File: config.mk
export PLATFORM = sky130hd
export DESIGN_NAME = lpif_dstrm_rx_buffer
export DESIGN_NICKNAME = d
export VERILOG_FILES = /design/src/rtl/lpif_dstrm_rx_buffer.sv
export SDC_FILE = /design/constraint.sdc
export NUM_CORES = 2
export LEC_CHECK = 0
export ABC_AREA = 1
export BUFFER_PORTS_ARGS = -buffer_cell sky130_fd_sc_hd__clkbuf_2
export CORE_MARGIN = 2
export CORE_UTILIZATION = 30
export DETAILED_ROUTE_END_ITERATION = 12
export GPL_TIMING_DRIVEN = 0
export PLACE_DENSITY_LB_ADDON = 0.05
export RECOVER_POWER = 25
export SETUP_SLACK_MARGIN = 0.05
export SLEW_MARGIN = 20
export SYNTH_ARGS = -nofsm -noshare
export SYNTH_HDL_FRONTEND = slang
export SYNTH_SLANG_ARGS = --single-unit
File: constraint.sdc
create_clock -name clk_wr -period 4.9 [get_ports clk_wr]
set_input_delay 0.49 -clock clk_wr [delete_from_list [all_inputs] [get_ports clk_wr]]
set_output_delay 0.49 -clock clk_wr [all_outputs]
set_load 0.1 [all_outputs]
File: src/rtl/lpif_dstrm_rx_buffer.sv
// Receive-side flit buffer for the LPIF dstrm path: captures active-state
// data flits into a small FIFO, tracks link state, reports overflow.

package lpif_dstrm_rx_buffer_pkg;
    // One buffered flit, 531 bits
    typedef struct packed {
        logic         crc_valid;
        logic [15:0]  crc;
        logic [1:0]   protid;
        logic [511:0] data;
    } rx_entry_t;
endpackage

module lpif_dstrm_rx_buffer #(
    parameter int unsigned DEPTH        = 4,
    parameter logic [3:0]  ACTIVE_STATE = 4'h1
) (
    input  logic                     clk_wr,
    input  logic                     rst_wr_n,
    input  logic                     rx_online,
    input  logic [3:0]               dstrm_state,
    input  logic [1:0]               dstrm_protid,
    input  logic [511:0]             dstrm_data,
    input  logic                     dstrm_dvalid,
    input  logic [15:0]              dstrm_crc,
    input  logic                     dstrm_crc_valid,
    input  logic                     dstrm_valid,
    output logic                     out_valid,
    input  logic                     out_ready,
    output logic [1:0]               out_protid,
    output logic [511:0]             out_data,
    output logic [15:0]              out_crc,
    output logic                     out_crc_valid,
    output logic [3:0]               state_q,
    output logic                     state_chg,
    output logic [$clog2(DEPTH):0]   fill_level,
    output logic                     overflow,
    output logic [15:0]              drop_count,
    input  logic                     clr_status
);

    localparam int unsigned AW = $clog2(DEPTH);
    localparam int unsigned PW = AW + 1;

    lpif_dstrm_rx_buffer_pkg::rx_entry_t mem [DEPTH];
    lpif_dstrm_rx_buffer_pkg::rx_entry_t wr_entry;
    lpif_dstrm_rx_buffer_pkg::rx_entry_t head;

    logic [PW-1:0] wr_ptr;
    logic [PW-1:0] rd_ptr;
    logic          full;
    logic          empty;
    logic          push_req;
    logic          do_push;
    logic          do_pop;
    logic          drop;

    // Occupancy flags and handshake qualification
    always_comb begin
        empty    = (wr_ptr == rd_ptr);
        full     = (wr_ptr[AW] != rd_ptr[AW]) && (wr_ptr[AW-1:0] == rd_ptr[AW-1:0]);
        push_req = rx_online && dstrm_valid && dstrm_dvalid && (dstrm_state == ACTIVE_STATE);
        do_pop   = !empty && out_ready;
        // A full FIFO still takes the flit when the head leaves in the same cycle
        do_push  = push_req && (!full || do_pop);
        drop     = push_req && full && !do_pop;
    end

    // Pack the incoming flit into an entry
    always_comb begin
        wr_entry.crc_valid = dstrm_crc_valid;
        wr_entry.crc       = dstrm_crc;
        wr_entry.protid    = dstrm_protid;
        wr_entry.data      = dstrm_data;
    end

    // Storage; reset to zero so the head fields read 0 out of reset
    always_ff @(posedge clk_wr or negedge rst_wr_n) begin
        if (!rst_wr_n) begin
            for (int i = 0; i < int'(DEPTH); i++) begin
                mem[i] <= '0;
            end
        end else if (do_push) begin
            mem[wr_ptr[AW-1:0]] <= wr_entry;
        end
    end

    // Read/write pointers; going offline empties the FIFO ahead of any push/pop
    always_ff @(posedge clk_wr or negedge rst_wr_n) begin
        if (!rst_wr_n) begin
            wr_ptr <= '0;
            rd_ptr <= '0;
        end else if (!rx_online) begin
            wr_ptr <= '0;
            rd_ptr <= '0;
        end else begin
            if (do_push) wr_ptr <= wr_ptr + PW'(1);
            if (do_pop)  rd_ptr <= rd_ptr + PW'(1);
        end
    end

    // Head entry presentation straight from storage registers
    always_comb begin
        head          = mem[rd_ptr[AW-1:0]];
        out_valid     = !empty;
        out_protid    = head.protid;
        out_data      = head.data;
        out_crc       = head.crc;
        out_crc_valid = head.crc_valid;
        fill_level    = wr_ptr - rd_ptr;
    end

    // Sticky overflow and saturating drop counter; a same-cycle drop beats clear
    always_ff @(posedge clk_wr or negedge rst_wr_n) begin
        if (!rst_wr_n) begin
            overflow   <= 1'b0;
            drop_count <= 16'h0000;
        end else if (clr_status) begin
            overflow   <= drop;
            drop_count <= drop ? 16'h0001 : 16'h0000;
        end else if (drop) begin
            overflow <= 1'b1;
            if (drop_count != 16'hFFFF) begin
                drop_count <= drop_count + 16'h0001;
            end
        end
    end

    // Link state capture on every valid transfer, independent of rx_online
    always_ff @(posedge clk_wr or negedge rst_wr_n) begin
        if (!rst_wr_n) begin
            state_q   <= 4'h0;
            state_chg <= 1'b0;
        end else if (dstrm_valid) begin
            state_q   <= dstrm_state;
            state_chg <= (dstrm_state != state_q);
        end else begin
            state_chg <= 1'b0;
        end
    end

endmodule

Word level (Yosys, flattened, before mapping)
Index checks and enable logic that the tools add are counted.
Word-level totals
  input bits: 542
  RAM bits: 0
  latch bits: 0
  memories kept: 0
  output and inout bits: 557
  memory bits (read-only): 0
  bits in registers: 2152
  logic and storage cells: 72
Operators by class
  bitwise logic cells: 2
  $mul: 0
  reduce and logical (&&, ||, !) cells: 16
  add/subtract/negate cells: 4
  shifts and indexed selects: 0
  equality and inequality tests: 8
  divide/modulo/power cells: 0
  order comparisons: 3
  muxes and demuxes: 17
Operator list (count)
  $bwmux W2124: 1
  $mux W531: 3
  $bmux W531 S2: 1
  $demux W531 S2: 1
  $mux W16: 3
  $add A16 B1 Y16 const B: 1
  $ne A16 B16 Y1 const B: 1
  $mux W3: 4
  $logic_and A1 B1 Y1: 9
  $add A3 B1 Y3 const B: 2
  $ge A3 B3 Y1 const B: 2
  $not A2 Y3: 2
  $eq A4 B1 Y1 const B: 1
  $mux W1: 4
  $ne A2 B1 Y1 const B: 2
  $ne A4 B4 Y1: 1
  $reduce_bool A2 Y1: 2
  $eq A3 B3 Y1: 1
  $logic_not A1 Y1: 3
  $lt A3 B1 Y1 const B: 1
  $sub A3 B3 Y3: 1
  $eq A2 B2 Y1: 1
  $reduce_and A2 Y1: 1
  $logic_or A1 B1 Y1: 1
  $ne A1 B1 Y1: 1

Depth between registers and ports, before layout
  word-level depth: 7
  mapped depth: 16
  depth with buffers taken out: 10

Worst setup path after synthesis
OpenSTA, ideal clock, no wires.
  path type: register -> output
  start: register rd_ptr[0]
  end: output out_crc[0]
  stages on the path, launching flop included: 8
  setup slack: 1.403 ns
  data arrival time: 3.007 ns
  path buffers: 5
  required time: 4.410 ns
  cell sequence: dfrtp_1 > buf_2 > buf_2 > buf_2 > clkbuf_1 > clkbuf_1 > nor2_1 > o22ai_1
Between the ends
  word-level cells in the longest chain between the ends: 4
Ends and longest elaborated chain
  start, declared: RTL line 50  | logic [PW-1:0] rd_ptr;
  start signal, assigned: RTL line 98  | if (do_pop) rd_ptr <= rd_ptr + PW'(1);
  $not A2 Y3 (implied by the code): RTL line 104  | head = mem[rd_ptr[AW-1:0]];
  $bmux W531 S2: RTL line 104
  $mux W531 (implied by the code) (2 in series): RTL line 104
  end, declared: RTL line 32  | output logic [15:0] out_crc,
Every way passes these cells. The select of a mux whose other input is x is not followed.

Worst setup path in the final report
  start: register rd_ptr[0]
  end: output out_data[289]
Between the ends
  word-level cells in the longest chain between the ends: 4
Ends and longest elaborated chain
  $not A2 Y3 (implied by the code): RTL line 104
  $bmux W531 S2: RTL line 104
  $mux W531 (implied by the code) (2 in series): RTL line 104
  end, declared: RTL line 31  | output logic [511:0] out_data,
Every way passes these cells. The select of a mux whose other input is x is not followed.

==> flow_summary.json <==
{
  "worst_pin_slew_ns": 3.39,
  "pre_cts_ws_ns": -0.708,
  "cp.arrival_ns": 4.25,
  "drc": 0,
  "synthDominantCellAreaShare": 0.547,
  "numCtsBuffers": 276,
  "total_power_uw": 55000,
  "rr_worst_depth": 15,
  "num_io_pins": 1099,
  "fin_crit_sh": 0.967,
  "synth_common_cells": "nand2_1 (4,324), o21ai_0 (3,208), dfrtp_1 (2,152)",
  "ys_seq_area_frac": 0.547,
  "totalWireLength_mm": 459,
  "cts_tree": "built",
  "hpwl_mm": 332,
  "powerDensity_nw_per_um2": 438,
  "die_w_um": 577,
  "clock-root-buffer": "clkbuf_16",
  "ys_types": 30,
  "synth.top_cells.by_area": "dfrtp_1 (55%), nand2_1 (17%), o21ai_0 (16%)",
  "hold_viol": 0,
  "dr.pass1.iters": 6,
  "grtUsageMet3": 0.0580,
  "min_from": "clr_status",
  "clkTransAtPathRegs_ns": 0.06,
  "cts_sinks": 2152,
  "die-area_um2": 332000,
  "fin_crit_ns": 4.74,
  "path_class": "reg -> out",
  "overflow": 0,
  "crit_fanout": 11,
  "synth-edff-count": 0,
  "violations": "capacitance limit, slew limit",
  "relSlewSlack": -1.26,
  "fmax_mhz": 211,
  "grt_pass1_vias": 96100,
  "grt_use_met2": 0.423,
  "area_growth_pct": 27.7,
  "vias": 96900,
  "routed_via_density": 5.09,
  "ir_worst_vdd_uv": 359,
  "synthCells": 12500,
  "die_h_um": 577,
  "synthesis.area_um2": 98400,
  "initial_core_util": 0.301,
  "r2r_end": "mem[1603]$_DFFE_PN0P_",
  "port_buffers": 1098,
  "skew_ns": 0.0377,
  "track_usage": 0.269,
  "maxSlewViolCount": 244,
  "avgSynthCellArea_um2": 7.90,
  "whs_path_depth": 5,
  "initialDrtViolationCount": 7649,
  "outcome": "complete, but fails checks",
  "setup_viol": 0,
  "async_flop_share": 1.00,
  "r2r_setup_slack_ns": 0.23,
  "hold_path_class": "in -> reg",
  "placed_cells": 17900,
  "p_leak_uw": 0.0669,
  "coreArea_um2": 327000,
  "synth_nets": 13000,
  "rsz0062_at_grt": "no",
  "ant_nets": 0,
  "netlist.top_cell.by_area": "dfrtp_1",
  "required_ns": 4.41,
  "fp-row-count": 210,
  "worstSetupStartpointType": "flip-flop",
  "stdcell_count": 19000,
  "endpoint_kind": "output port",
  "htreeDepth": 5,
  "place.gp.congestion": 0.878,
  "routedWlPerCell_um": 24.1,
  "drive_gt1_frac": 0.126,
  "fin_ws_ns": 0.161,
  "grt_max_degree": 87,
  "synth.most_common_cell": "nand2_1",
  "final_nets": 15000,
  "grt_antenna_before_repair": 158,
  "busiest_layer": "met2",
  "r2r_start": "rd_ptr[1]$_DFFE_PN0P_",
  "clock_latency_ns": 0.90,
  "synth-seq-cells": 2152,
  "met1_usage": 0.359,
  "drv_cap": 4,
  "clock_path_buffers": 4,
  "whs_endpoint": "drop_count[0]$_DFFE_PN0P_",
  "yosys_warnings": 0,
  "grt_pass1_wl_mm": 666,
  "synthFlopType": "dfrtp_1"
}
-- registers in the layout, summed over array words and instances (netlist names) --
signal / count
wr_ptr: 3
rd_ptr: 3
state_q: 4
state_chg: 1
drop_count: 16
mem: 2124
overflow: 1
-- placed cells by master, fill, tap and decap left out, drive strengths merged, types with 44 or more instances in the layout --
cell | netlist | final
buf | 212 | 285
diode | 0 | 58
nor2 | 1089 | 1089
inv | 34 | 44
o22ai | 531 | 531
dlygate4sd3 | 0 | 544
clkbuf | 844 | 2326
nand2 | 4324 | 4324
o21ai | 3208 | 3208
dfrtp | 2152 | 2152
-- worst max-delay path, cell delays in order (launching register included) --
cell      delay, ns
dfrtp_1        0.40
buf_4          0.26
buf_4          0.30
inv_1          0.11
buf_4          0.33
clkbuf_4       0.49
clkbuf_1       0.41
o21ai_0        0.17
o22ai_1        0.30
buf_2          0.50
-- worst max path at each step --
stage                          start                   end  slack [ns]  cells after the start
6_report       rd_ptr[0]$_DFFE_PN0P_         out_data[289]        0.16                      9
5_1_grt        rd_ptr[0]$_DFFE_PN0P_         out_data[326]        0.05                      9
4_1_cts        rd_ptr[0]$_DFFE_PN0P_         out_data[272]        0.04                      9
3_5_place_dp   rd_ptr[1]$_DFFE_PN0P_  mem[422]$_DFFE_PN0P_       -0.71                     15
3_3_place_gp                rst_wr_n  mem[921]$_DFFE_PN0P_      -54.49                      1
2_1_floorplan  rd_ptr[0]$_DFFE_PN0P_            out_crc[0]        1.40                      7
-- routing by layer --
layer,routed length (um),up-vias
li1,-,45200
met1,198000,47500
met5,517,-
met4,20600,82
met3,34000,815
met2,206000,3362
-- repair_timing --
item	4_1_cts	5_1_grt
setup buffers	6	0
setup endpoints to repair	2621	432
hold buffers	544	0
resized for setup	213	157
hold endpoints to repair	2299	0
pin swaps	2	0
-- through the flow --
step,setup TNS [ns],util,hold slack (ns),cell area [um^2]
after floorplan,0,-,0.194,98400
after global placement,-,0.334,0.471,109000
after detailed placement,-964.27,0.338,0.466,110000
after CTS,0,0.384,0.0249,125000
after global routing,0,0.384,0.116,125000
final,0,0.384,0.140,126000
-- cells by family (layout without fill, tap and decap cells) --
family	count (synthesis)	count (layout)	synth area share
flops	2152	2152	0.547
buf+inv	1091	3257	0.0441
other cells	0	58	0
compound gates	3748	3748	0.198
simple gates	5447	5447	0.209
fa+ha+maj	9	9	0.00122
xor+xnor	6	6	0.000534
-- where the power goes --
group	switching (uW)	internal (uW)	total, uW
clock	8400	12200	20600
combinational	12900	2690	15600
sequential	340	18400	18800
-- cell type report --
type,count,area [um^2]
timing repair buffer,1690,12300
sequential,2152,53900
tap,4346,5440
clock buffer,411,8220
inverter,35,134
fill,34300,201000
antenna,58,145
buffer,1056,4490
clock inverter,65,736
multi-input combinational,9210,40200
Note: power is estimated with default switching activity, not from simulation.
